### config.mk
export PLATFORM = sky130hd
export DESIGN_NAME = spi_slave_adc
export DESIGN_NICKNAME = d
export VERILOG_FILES = /design/src/rtl/spi_slave_adc_pkg.sv /design/src/rtl/spi_sync_edge.sv /design/src/rtl/spi_slave_adc.sv
export SDC_FILE = /design/constraint.sdc
export NUM_CORES = 1
export LEC_CHECK = 0
export ABC_AREA = 1
export BUFFER_PORTS_ARGS = -buffer_cell sky130_fd_sc_hd__buf_2
export CORE_MARGIN = 4
export CORE_UTILIZATION = 60
export CTS_CLUSTER_SIZE = 40
export DETAILED_ROUTE_END_ITERATION = 7
export PLACE_DENSITY = 0.82
export SYNTH_ARGS = -nofsm -noshare
export SYNTH_HDL_FRONTEND = slang
export SYNTH_HIERARCHICAL = 1
export SYNTH_SLANG_ARGS = --single-unit
### constraint.sdc
create_clock -name clk_i -period 2.8 [get_ports clk_i]
set_input_delay 0.28 -clock clk_i [delete_from_list [all_inputs] [get_ports clk_i]]
set_output_delay 0.28 -clock clk_i [all_outputs]
set_load 0.005 [all_outputs]
### src/rtl/spi_slave_adc_pkg.sv
// -----------------------------------------------------------------------------
// spi_slave_adc_pkg
// Shared definitions for the SPI ADC slave: FSM state encoding and the
// default command/data lengths used as parameter defaults by the top level.
// -----------------------------------------------------------------------------
package spi_slave_adc_pkg;

    // Frame sequencing states; the encoding is fixed so that other blocks
    // and debug tooling can decode the state register directly.
    typedef enum logic [1:0] {
        IDLE = 2'd0,
        CMD  = 2'd1,
        DATA = 2'd2,
        DONE = 2'd3
    } state_e;

    localparam int CMD_W_DEF  = 8;
    localparam int DATA_W_DEF = 12;

endpackage : spi_slave_adc_pkg

### src/rtl/spi_sync_edge.sv
// -----------------------------------------------------------------------------
// spi_sync_edge
// Brings one asynchronous SPI pin into the clk_i domain through a chain of
// STAGES flops and flags rising/falling edges of the synchronized level.
//
// Ports:
//   clk_i   system clock
//   rst_i   asynchronous reset, active-low
//   d_i     raw asynchronous input
//   q_o     synchronized level
//   rise_o  one-cycle pulse on a 0->1 transition of q_o
//   fall_o  one-cycle pulse on a 1->0 transition of q_o
//
// RESET_VAL is the idle level of the pin; every flop, including the edge
// history flop, resets to it so releasing reset never fabricates an edge.
// STAGES must be at least 2.
// -----------------------------------------------------------------------------
module spi_sync_edge #(
    parameter int   STAGES    = 2,
    parameter logic RESET_VAL = 1'b0
) (
    input  logic clk_i,
    input  logic rst_i,
    input  logic d_i,
    output logic q_o,
    output logic rise_o,
    output logic fall_o
);

    logic [STAGES-1:0] sync_q;
    logic [STAGES-1:0] sync_d;
    logic              prev_q;

    assign sync_d = {sync_q[STAGES-2:0], d_i};

    always_ff @(posedge clk_i or negedge rst_i) begin
        if (!rst_i) begin
            sync_q <= {STAGES{RESET_VAL}};
            prev_q <= RESET_VAL;
        end else begin
            sync_q <= sync_d;
            prev_q <= sync_q[STAGES-1];
        end
    end

    assign q_o    = sync_q[STAGES-1];
    assign rise_o =  sync_q[STAGES-1] & ~prev_q;
    assign fall_o = ~sync_q[STAGES-1] &  prev_q;

endmodule : spi_sync_edge

### src/rtl/spi_slave_adc.sv
// -----------------------------------------------------------------------------
// spi_slave_adc
// SPI slave front end for an ADC. The master clocks in a CMD_W-bit command on
// mosi_i and then clocks out a DATA_W-bit conversion word on miso_o, both MSB
// first, in one chip-select frame. All SPI pins are oversampled by clk_i,
// which must run at least 8x the dclk_i frequency.
//
// Ports:
//   clk_i      system clock (single clock domain)
//   rst_i      asynchronous reset, active-low
//   cs_i       chip select from master, active-low
//   dclk_i     SPI clock from master, idle low
//   mosi_i     serial command, MSB first
//   din_i      conversion word, captured when the command completes
//   miso_o     serial response, MSB first, 0 outside the data phase
//   cmd_o      last complete command
//   cmd_vld_o  one-cycle pulse when cmd_o updates
//   eof_o      one-cycle pulse on a complete frame
//   err_o      one-cycle pulse on a frame aborted by cs rising early
//
// Optional feature: define SPI_SLAVE_ADC_ERR_EN to build the abort detector
// behind err_o; otherwise err_o is a constant 0.
// -----------------------------------------------------------------------------
module spi_slave_adc
    import spi_slave_adc_pkg::*;
#(
    parameter int CMD_W       = CMD_W_DEF,
    parameter int DATA_W      = DATA_W_DEF,
    parameter int SYNC_STAGES = 2
) (
    input  logic              clk_i,
    input  logic              rst_i,
    input  logic              cs_i,
    input  logic              dclk_i,
    input  logic              mosi_i,
    input  logic [DATA_W-1:0] din_i,
    output logic              miso_o,
    output logic [CMD_W-1:0]  cmd_o,
    output logic              cmd_vld_o,
    output logic              eof_o,
    output logic              err_o
);

    localparam int                CNT_W      = $clog2(CMD_W + DATA_W + 1);
    localparam logic [CNT_W-1:0]  CMD_LAST   = CNT_W'(CMD_W - 1);
    localparam logic [CNT_W-1:0]  FRAME_LAST = CNT_W'(CMD_W + DATA_W - 1);

    logic csLvl, csRise, csFall;
    logic dclkLvl, dclkRise, dclkFall;
    logic mosiSync, mosiRise, mosiFall;
    logic sync_unused;

    state_e            state_q, state_d;
    logic [CNT_W-1:0]  bitCnt_q, bitCnt_d;
    logic [CMD_W-1:0]  cmdShift_q, cmdShift_d;
    logic [DATA_W-1:0] dataShift_q, dataShift_d;
    logic [CMD_W-1:0]  cmd_q, cmd_d;
    logic              cmdVld_q, cmdVld_d;
    logic              eof_q, eof_d;
    logic              miso_q, miso_d;

    // cs idles high, dclk and mosi idle low.
    spi_sync_edge #(.STAGES(SYNC_STAGES), .RESET_VAL(1'b1)) u_sync_cs (
        .clk_i  (clk_i),
        .rst_i  (rst_i),
        .d_i    (cs_i),
        .q_o    (csLvl),
        .rise_o (csRise),
        .fall_o (csFall)
    );

    spi_sync_edge #(.STAGES(SYNC_STAGES), .RESET_VAL(1'b0)) u_sync_dclk (
        .clk_i  (clk_i),
        .rst_i  (rst_i),
        .d_i    (dclk_i),
        .q_o    (dclkLvl),
        .rise_o (dclkRise),
        .fall_o (dclkFall)
    );

    spi_sync_edge #(.STAGES(SYNC_STAGES), .RESET_VAL(1'b0)) u_sync_mosi (
        .clk_i  (clk_i),
        .rst_i  (rst_i),
        .d_i    (mosi_i),
        .q_o    (mosiSync),
        .rise_o (mosiRise),
        .fall_o (mosiFall)
    );

    // Only edges of cs/dclk and the level of mosi are used.
    assign sync_unused = &{csLvl, dclkLvl, mosiRise, mosiFall};

    // Frame sequencing. A cs rising edge is tested before any dclk edge, so
    // a dclk edge seen in the same cycle as the cs release is dropped.
    always_comb begin
        state_d     = state_q;
        bitCnt_d    = bitCnt_q;
        cmdShift_d  = cmdShift_q;
        dataShift_d = dataShift_q;
        cmd_d       = cmd_q;
        cmdVld_d    = 1'b0;
        eof_d       = 1'b0;
        miso_d      = miso_q;

        case (state_q)
            IDLE: begin
                miso_d = 1'b0;
                if (csFall) begin
                    state_d  = CMD;
                    bitCnt_d = '0;
                end
            end

            CMD: begin
                miso_d = 1'b0;
                if (csRise) begin
                    state_d = IDLE;
                end else if (dclkRise) begin
                    cmdShift_d = {cmdShift_q[CMD_W-2:0], mosiSync};
                    bitCnt_d   = bitCnt_q + CNT_W'(1);
                    if (bitCnt_q == CMD_LAST) begin
                        cmd_d       = {cmdShift_q[CMD_W-2:0], mosiSync};
                        cmdVld_d    = 1'b1;
                        dataShift_d = din_i;
                        state_d     = DATA;
                    end
                end
            end

            DATA: begin
                if (csRise) begin
                    state_d = IDLE;
                    miso_d  = 1'b0;
                end else if (dclkRise) begin
                    bitCnt_d = bitCnt_q + CNT_W'(1);
                    if (bitCnt_q == FRAME_LAST) begin
                        state_d = DONE;
                        eof_d   = 1'b1;
                        miso_d  = 1'b0;
                    end
                end else if (dclkFall) begin
                    // Present the next bit half a dclk period ahead of the
                    // master's sampling edge.
                    miso_d      = dataShift_q[DATA_W-1];
                    dataShift_d = {dataShift_q[DATA_W-2:0], 1'b0};
                end
            end

            DONE: begin
                miso_d = 1'b0;
                if (csRise) begin
                    state_d = IDLE;
                end
            end

            default: begin
                state_d = IDLE;
                miso_d  = 1'b0;
            end
        endcase
    end

    always_ff @(posedge clk_i or negedge rst_i) begin
        if (!rst_i) begin
            state_q     <= IDLE;
            bitCnt_q    <= '0;
            cmdShift_q  <= '0;
            dataShift_q <= '0;
            cmd_q       <= '0;
            cmdVld_q    <= 1'b0;
            eof_q       <= 1'b0;
            miso_q      <= 1'b0;
        end else begin
            state_q     <= state_d;
            bitCnt_q    <= bitCnt_d;
            cmdShift_q  <= cmdShift_d;
            dataShift_q <= dataShift_d;
            cmd_q       <= cmd_d;
            cmdVld_q    <= cmdVld_d;
            eof_q       <= eof_d;
            miso_q      <= miso_d;
        end
    end

`ifdef SPI_SLAVE_ADC_ERR_EN
    logic err_q, err_d;

    // An early cs release while the frame is still being shifted.
    always_comb begin
        err_d = 1'b0;
        if (csRise && (state_q == CMD || state_q == DATA)) begin
            err_d = 1'b1;
        end
    end

    always_ff @(posedge clk_i or negedge rst_i) begin
        if (!rst_i) begin
            err_q <= 1'b0;
        end else begin
            err_q <= err_d;
        end
    end

    assign err_o = err_q;
`else
    assign err_o = 1'b0;
`endif

    assign miso_o    = miso_q;
    assign cmd_o     = cmd_q;
    assign cmd_vld_o = cmdVld_q;
    assign eof_o     = eof_q;

endmodule : spi_slave_adc

==> run_results.csv, run 1 <==
group,metric,value,unit
floorplan,core_area,3420,µm²
status,status,"complete, no violations",
global_routing,grt.total_usage,19.9,%
global_routing,grt_pass1_wl,6880,µm
sta,fmax,0.482,GHz
finish,design_area,2420,µm²
pwr,swShare,37.5,%
critical_path,critPathMaxFanout,16,
clock_network,cts_hold_buf,3,
critical_path,crit_required,3.10,ns
global_routing,first_global_vias,1535,
finish,area_growth,11.7,%
critical_path,reg2reg_depth,11,
finish,nFillCells,281,
floorplan,die_w,68.1,µm
clock_network,root_buffer,"clkbuf_4",
finish,layout-drive-gt1-share,22.2,%
min_path,min_path_type,"input pin to async pin",
clock_network,cts-buffers-inserted,5,
critical_path,criticalPathCategory,"flop to flop",
sta,drv_slew,0,
clock_network,cts_sinks,45,
clock_network,cts_tree,"built",
clock_network,clk_pin_slew,0.13,ns
clock_network,htreeDepth,2,
sta,worst-slew-pin-transition,0.950,ns
clock_network,post_cts_buffers,0,
routing,antenna_left,0,
pwr,leakage,1.33,nW
routing,drc_errors,0,
global_routing,grt_antenna_before_repair,0,
pwr,pwr-share-clk,20.1,%
critical_path,critPathLaunchType,"flop",
run,drv_cap,0,
clock_network,clk_latency,0.36,ns
global_routing,grt_max_degree,46,
routing,num_vias,1675,
pwr,intPower,1.25,mW
placement,gp_congestion,0.863,
pwr,totalPowerFinal,2.00,mW
finish,final_common_cell,"nand2_1",
synth,netlist_area,2170,µm²
clock_network,clk_path_buf_depth,2,
synth,ys_warn_count,6,
finish,num-nets-final,307,
sta,timing.final.crit_share,74.1,%
routing,drtIter0Drc,107,
synth,syn_nets,276,
sta,max_slew_margin,36.7,%
synth,syn_inst,252,
pwr,pwr_density_cell,826,nW/µm²
floorplan,die_y,68.1,µm
critical_path,cpPeakStageDelay,0.43,ns
floorplan,die_area,4640,µm²
routing,routedWlPerCell,12.1,µm
critical_path,r2r_slack,0.73,ns
sta,setup_tns,0,ns
finish,final_util,70.9,%
placement,post_dp_cell_area,2310,µm²
placement,place_ws,0.790,ns
clock_network,post_cts_resized,0,
sta,clock_skew,0.0159,ns
sta,setup_viol,0,
placement,hpwl,2800,µm
synth,synth.avg_cell_area,8.60,µm²
floorplan,ios,29,
finish,mostFrequentLayoutCells,"nand2_1 (98), dfrtp_1 (42), buf_2 (27)",
routing,wl,3990,µm
sta,fin_ws,0.726,ns
critical_path,critPathMostFrequentCell,"nor2_2",
pwr,peakVddDrop,0.500,mV
finish,diodes,0,
pwr,comb_power_share,34.0,%
critical_path,cp_slowest_cell,"dfrtp_1",
routing,avgViaCountPerCell,5.08,
pwr,switchingPower,750,µW
sta,rsz0062_at_grt,"no",
placement,portBuffers,27,
floorplan,initial_core_util,63.5,%
critical_path,path_cells,"inv_1, ha_1, buf_4, inv_2, nor2_2, nor2_2, nor2_2, buf_4, nand2_2, nand2_1, nand2_1",
sta,hold_violations,0,
critical_path,endpoint_kind,"flop",
critical_path,crit_arrival,2.38,ns
global_routing,grt-ovfl-total,0,
routing,drtPass1Iterations,4,
pwr,seq_power_share,46.0,%
floorplan,num_rows,21,
sta,final.min_clock_period,2.07,ns
[metrics by stage]
step	instances	hold slack [ns]
5_1_grt	330	0.108
2_1_floorplan	252	-0.0156
3_5_place_dp	319	0.344
4_1_cts	330	0.0776
6_report	330	0.0597
3_3_place_gp	319	0.334
[area by class of cell]
class / count / area, µm² / share of cell area, %
clock inverters: 2 / 38.8 / 1.60
repair buffers: 32 / 180 / 7.44
clock buffers: 6 / 41.3 / 1.70
inverters: 20 / 75.1 / 3.10
flip-flops and latches: 45 / 1130 / 46.6
multi-input cells: 179 / 900 / 37.1
well taps: 46 / 57.6 / 2.38
[power by group through the flow]
stage	Sequential, mW	Clock, mW	Combinational (mW)
finish	0.920	0.401	0.680
global route	0.940	0.439	0.775
CTS	0.919	0.407	0.681
detailed placement	0.933	0	0.672
global placement	0.931	0	0.650
floorplan	0.904	0	0.561
[registers in the layout, indices dropped and copies added (netlist names)]
name,count
u_sync_cs/sync_q,2
bitCnt_q,5
dataShift_q,12
cmd_vld_o,1
miso_o,1
cmdShift_q,7
eof_o,1
u_sync_dclk/prev_q,1
cmd_o,8
u_sync_cs/prev_q,1
state_q,2
u_sync_dclk/sync_q,2
u_sync_mosi/sync_q,2
[metal layers]
layer | global-route usage (%) | part of all wire, %
met1 | 26.6 | 45
met2 | 32.1 | 49
met3 | 4.11 | 4.2
met4 | 6.70 | 1.6
met5 | 0 | 0
[worst paths after layout]
kind                                       start               endpoint
max                                   state_q[0]         dataShift_q[3]
max reg2reg                           state_q[0]         dataShift_q[3]
max in group asynchronous                  rst_i            bitCnt_q[2]
min                                        rst_i               cmd_o[5]
min reg2reg                u_sync_dclk/sync_q[0]  u_sync_dclk/sync_q[1]
min in group clk_i                      din_i[9]         dataShift_q[9]
[critical path, delay by kind of cell (launching register included)]
| family | cells | cell delay (ns) |
|---|---|---|
| fa+ha+maj | 1 | 0.21 |
| buf+inv | 4 | 0.69 |
| flops | 1 | 0.43 |
| simple gates | 6 | 0.66 |
(Power assumes the default switching activity.)
==> inputs of run 2 (changes only) <==
--- a/config.mk
+++ b/config.mk
@@ -5,13 +5,13 @@
 export SDC_FILE = /design/constraint.sdc
 export NUM_CORES = 1
 export LEC_CHECK = 0
-export ABC_AREA = 1
+export ABC_AREA = 0
 export BUFFER_PORTS_ARGS = -buffer_cell sky130_fd_sc_hd__buf_2
 export CORE_MARGIN = 4
-export CORE_UTILIZATION = 60
+export CORE_UTILIZATION = 51
 export CTS_CLUSTER_SIZE = 40
 export DETAILED_ROUTE_END_ITERATION = 7
-export PLACE_DENSITY = 0.82
+export PLACE_DENSITY = 0.75
 export SYNTH_ARGS = -nofsm -noshare
 export SYNTH_HDL_FRONTEND = slang
 export SYNTH_HIERARCHICAL = 1
==> constraint.sdc (replaced) <==
create_clock -name clk_i -period 1.7 [get_ports clk_i]
set_input_delay 0.17 -clock clk_i [delete_from_list [all_inputs] [get_ports clk_i]]
set_output_delay 0.17 -clock clk_i [all_outputs]
set_load 0.005 [all_outputs]
==> run_results.csv, run 2 <==
group,metric,value,unit
status,status,"finished, violations left",
status,failed_checks,"setup timing",
critical_path,crit_required,1.89,ns
global_routing,grt_pass1_wl,6940,µm
synth,syn_nets,178,
finish,top_register,"dataShift_q",
sta,rsz0062_at_grt,"yes",
placement,portBuffers,27,
finish,design_area,2770,µm²
finish,fin_cells,263,
critical_path,critPathLaunchType,"flop",
critical_path,endpoint_kind,"flop",
pwr,leakage,1.34,nW
clock_network,clk_latency,0.30,ns
floorplan,ios,29,
sta,setup_tns,-4.81,ns
clock_network,cts-buffers-inserted,5,
placement,dp_cells,247,
pwr,peakVddDrop,0.848,mV
global_routing,grt_antenna_before_repair,0,
floorplan,die_w,72.2,µm
global_routing,first_global_vias,1470,
sta,setup_viol,20,
min_path,min_path_type,"input pin to flop",
sta,drv_slew,0,
sta,hold_slack,0.223,ns
placement,post_dp_cell_area,2460,µm²
floorplan,die_y,72.2,µm
sta,fmax,0.502,GHz
global_routing,grt.total_usage,16.9,%
floorplan,initial_core_util,52.6,%
finish,num-nets-final,236,
synth,netlist_area,2100,µm²
sta,hold_violations,0,
clock_network,cts_sinks,45,
critical_path,criticalPathCategory,"flop to flop",
finish,area_growth,31.6,%
critical_path,crit_arrival,2.18,ns
global_routing,grt_use_met3,5.12,%
routing,drtIter0Drc,51,
finish,diodes,0,
placement,hpwl,2630,µm
synth,ys_warn_count,6,
routing,drc_errors,0,
clock_network,htreeDepth,2,
sta,final.min_clock_period,1.99,ns
sta,fin_ws,-0.293,ns
placement,gp_congestion,0.888,
synth,synth.avg_cell_area,13.7,µm²
routing,avgViaCountPerCell,5.16,
routing,wl,4120,µm
finish,mostFrequentLayoutCells,"dfrtp_1 (42), mux2_2 (27), buf_2 (27)",
sta,clock_skew,0.00911,ns
routing,num_vias,1357,
routing,drtPass1Iterations,4,
global_routing,top_usage_layer,"met2",
finish,largest_reg_flops,12,
clock_network,root_buffer,"clkbuf_8",
pwr,pwr_density_cell,1340,nW/µm²
sta,timing.final.crit_share,117,%
synth,syn_inst,154,
global_routing,grt-ovfl-total,0,
pwr,totalPowerFinal,3.72,mW
global_routing,grt_max_degree,46,
routing,antenna_left,0,
clock_network,clk_pin_slew,0.09,ns
floorplan,num_rows,23,
placement,place_ws,-0.328,ns
global_routing,grtUsageMet2,28.3,%
routing,routedWlPerCell,15.7,µm
clock_network,clk_path_buf_depth,2,
critical_path,critPathMaxFanout,12,
finish,final_common_cell,"dfrtp_1",
finish,final_util,69.2,%
run,drv_cap,0,
floorplan,core_area,4000,µm²
global_routing,met1_usage,21.3,%
clock_network,cts_tree,"built",
finish,layout-drive-gt1-share,61.5,%
floorplan,die_area,5220,µm²
==> run 2: critical path, cell delays in order, from the launching register on <==
cell	delay, ns
dfrtp_1	0.39
inv_2	0.07
ha_4	0.16
nand3b_1	0.15
or4_4	0.44
a21oi_4	0.16
buf_12	0.17
mux2_2	0.34
==> run 2: cell type report <==
| class | count | area (µm²) |
|---|---|---|
| timing repair buffer | 57 | 410 |
| multi-input combinational | 96 | 1020 |
| sequential | 45 | 1130 |
| clock buffer | 5 | 68.8 |
| clock inverter | 3 | 47.5 |
| inverter | 7 | 26.3 |
| tap | 50 | 62.6 |
| fill | 263 | 1230 |
==> run 2: what timing repair did <==
item                                   4_1_cts  5_1_grt
pin swaps                                    1        2
cloned                                       1        0
setup endpoints to repair                   25       27
hold buffers                                 4        0
endpoints found under the hold margin       45        0
setup buffers                                2        2
gates resized for setup                     16       16
==> run 2: path summary, 6_finish.rpt <==
kind,start,end,slack [ns],depth (start not counted)
max in group asynchronous,rst_i,u_sync_cs/sync_q[1],1.07,3
min,din_i[10],dataShift_q[10],0.22,3
min in group asynchronous,rst_i,cmd_o[7],0.36,3
min reg2reg,u_sync_dclk/sync_q[0],u_sync_dclk/sync_q[1],0.36,0
max,state_q[0],dataShift_q[1],-0.29,7
max reg2reg,state_q[0],dataShift_q[1],-0.29,7
==> run 2: power by group <==
part / internal (mW) / total (mW) / leakage [nW] / switching [mW]
registers: 1.31 / 1.46 / 0.587 / 0.153
logic: 0.821 / 1.42 / 0.693 / 0.602
clock network: 0.448 / 0.835 / 0.0591 / 0.386
total: 2.58 / 3.72 / 1.34 / 1.14
==> run 2: layer usage <==
| layer | vias to the layer above | share of wire, % |
|---|---|---|
| met3 | 8 | 3.9 |
| met4 | 0 | 1.7 |
| met5 | - | 0 |
| li1 | 647 | - |
| met2 | 26 | 51 |
| met1 | 676 | 43 |
==> inputs of run 3 (changes only) <==
--- a/config.mk
+++ b/config.mk
@@ -7,11 +7,13 @@
 export LEC_CHECK = 0
 export ABC_AREA = 0
 export BUFFER_PORTS_ARGS = -buffer_cell sky130_fd_sc_hd__buf_2
+export CORE_ASPECT_RATIO = 1.5
 export CORE_MARGIN = 4
 export CORE_UTILIZATION = 51
 export CTS_CLUSTER_SIZE = 40
 export DETAILED_ROUTE_END_ITERATION = 7
-export PLACE_DENSITY = 0.75
+export HOLD_SLACK_MARGIN = 0.06
+export PLACE_DENSITY = 0.83
 export SYNTH_ARGS = -nofsm -noshare
 export SYNTH_HDL_FRONTEND = slang
 export SYNTH_HIERARCHICAL = 1
==> run_results.csv, run 3 (synthesis gave the netlist of run 2 again) <==
group,metric,value,unit
status,status,"finished, violations left",
status,failed_checks,"setup timing",
routing,wl_met1,1820,µm
global_routing,grt_max_degree,26,
routing,drtPass1Iterations,4,
routing,antenna_left,0,
finish,area_growth,37.4,%
min_path,hold-path-endpoint,"dataShift_q[3]",
sta,drv_slew,0,
placement,hpwl,2840,µm
placement,gp_congestion,0.841,
critical_path,crit_arrival,2.21,ns
global_routing,grt_antenna_before_repair,0,
pwr,peakVddDrop,1.18,mV
routing,wl,4780,µm
critical_path,endpoint_kind,"flop",
routing,route.met3.wl,203,µm
finish,diodes,0,
critical_path,cpPeakStageDelay,0.46,ns
floorplan,die_w,60.4,µm
finish,fin_cells,262,
global_routing,grt_pass1_wl,7670,µm
critical_path,critPathLaunchType,"flop",
pwr,switchingPower,1.25,mW
placement,portBuffers,27,
placement,post_dp_cell_area,2440,µm²
clock_network,clk_path_buf_depth,2,
critical_path,critPathMaxFanout,6,
pwr,seq_power_share,38.0,%
routing,dr.max_layer_used,"met4",
finish,mostFrequentLayoutCells,"dfrtp_1 (41), buf_2 (27), mux2_2 (25)",
pwr,comb_power_share,40.5,%
global_routing,grt.total_usage,19.8,%
min_path,min_path_type,"input pin to flop",
routing,num_vias,1464,
sta,fin_ws,-0.323,ns
routing,met2_length,2620,µm
sta,setup_viol,23,
critical_path,reg2reg_depth,6,
clock_network,htreeDepth,2,
critical_path,crit_required,1.89,ns
sta,timing.final.crit_share,119,%
clock_network,cts-buffers-inserted,5,
pwr,intPower,2.63,mW
floorplan,die_area,5240,µm²
sta,rsz0062_at_grt,"yes",
critical_path,r2r_end,"dataShift_q[0]",
pwr,pwr-share-clk,21.6,%
floorplan,initial_core_util,53.1,%
routing,avgViaCountPerCell,5.59,
placement,dp_cells,240,
sta,hold_slack,0.221,ns
pwr,pwr_density_cell,1340,nW/µm²
critical_path,path_cells,"ha_4, nand3b_1, or4_4, a21oi_4, buf_12, mux2_4",
finish,largest_reg_flops,12,
pwr,leakage,1.39,nW
clock_network,clk_latency,0.30,ns
floorplan,ios,29,
floorplan,die_y,86.7,µm
critical_path,startpoint,"state_q[1]",
critical_path,cp_slowest_cell,"dfrtp_2",
routing,routedWlPerCell,18.3,µm
critical_path,r2r_slack,-0.32,ns
floorplan,core_area,3960,µm²
sta,fmax,0.494,GHz
critical_path,criticalPathCategory,"flop to flop",
critical_path,r2r-start,"state_q[1]",
global_routing,grt-ovfl-total,0,
floorplan,num_rows,28,
pwr,swShare,32.3,%
run,drv_cap,0,
global_routing,first_global_vias,1658,
finish,final_common_cell,"dfrtp_1",
finish,top_register,"dataShift_q",
finish,num-nets-final,240,
routing,drc_errors,0,
finish,design_area,2890,µm²
min_path,min_from,"din_i[3]",
finish,layout-drive-gt1-share,65.0,%
sta,clock_skew,0.00874,ns
sta,hold_violations,0,
clock_network,clk_pin_slew,0.09,ns
sta,final.min_clock_period,2.02,ns
clock_network,cts_sinks,45,
clock_network,cts_tree,"built",
routing,drtIter0Drc,18,
clock_network,root_buffer,"clkbuf_8",
min_path,hold_depth,3,
==> run 3: repair_timing <==
action / 4_1_cts / 5_1_grt
hold buffers: 4 / 0
gates resized for setup: 27 / 22
setup buffers: 7 / 6
pin swaps: 2 / 5
cloned: 2 / 0
setup endpoints to repair: 29 / 33
endpoints found under the hold margin: 21 / 0
==> run 3: worst max path at each step <==
stage / to / slack [ns]
6_report: dataShift_q[0] / -0.32
5_1_grt: dataShift_q[9] / -0.38
4_1_cts: dataShift_q[6] / -0.33
3_5_place_dp: dataShift_q[0] / -0.42
3_3_place_gp: dataShift_q[0] / -0.27
2_1_floorplan: dataShift_q[10] / -0.38
==> run 3: area by class of cell <==
type                       instances  area, µm²
timing repair buffer              61        464
clock inverter                     3       47.5
fill                             275       1070
inverter                           7       26.3
multi-input combinational         96       1090
sequential                        45       1130
tap                               45       56.3
clock buffer                       5       68.8
==> run 3: metrics by stage <==
| step | utilization (%) | power (mW) | setup slack (ns) | TNS [ns] |
|---|---|---|---|---|
| global route | 73.0 | 4.09 | -0.385 | -7.03 |
| finish | 73.0 | 3.88 | -0.323 | -5.40 |
| floorplan | - | 2.18 | -0.380 | -6.61 |
| detailed placement | 61.6 | 2.53 | -0.418 | -7.50 |
| CTS | 70.3 | 3.68 | -0.327 | -5.08 |
| global placement | 61.6 | 2.44 | -0.273 | -4.65 |
==> run 3: critical path: cells and delay by family (launching register included) <==
family	cells	cell delay [ns]
adder cells (fa/ha/maj)	1	0.17
AO/OA/AOI/OAI	1	0.25
AND/OR/NAND/NOR	2	0.57
multiplexers	1	0.30
buffers and inverters	1	0.17
flip-flops	1	0.46
==> run 3: power by group through the flow <==
stage	clock, mW	sequential, mW	combinational, mW
global placement	0	1.46	0.984
detailed placement	0	1.48	1.05
floorplan	0	1.45	0.727
CTS	0.849	1.46	1.37
global route	0.909	1.50	1.68
finish	0.837	1.47	1.57
==> run 3: metal layers <==
layer	GRT usage (%)	up-vias
met5	0	-
met4	7.30	0
met3	3.73	17
met2	36.7	36
met1	21.6	754
li1	-	657
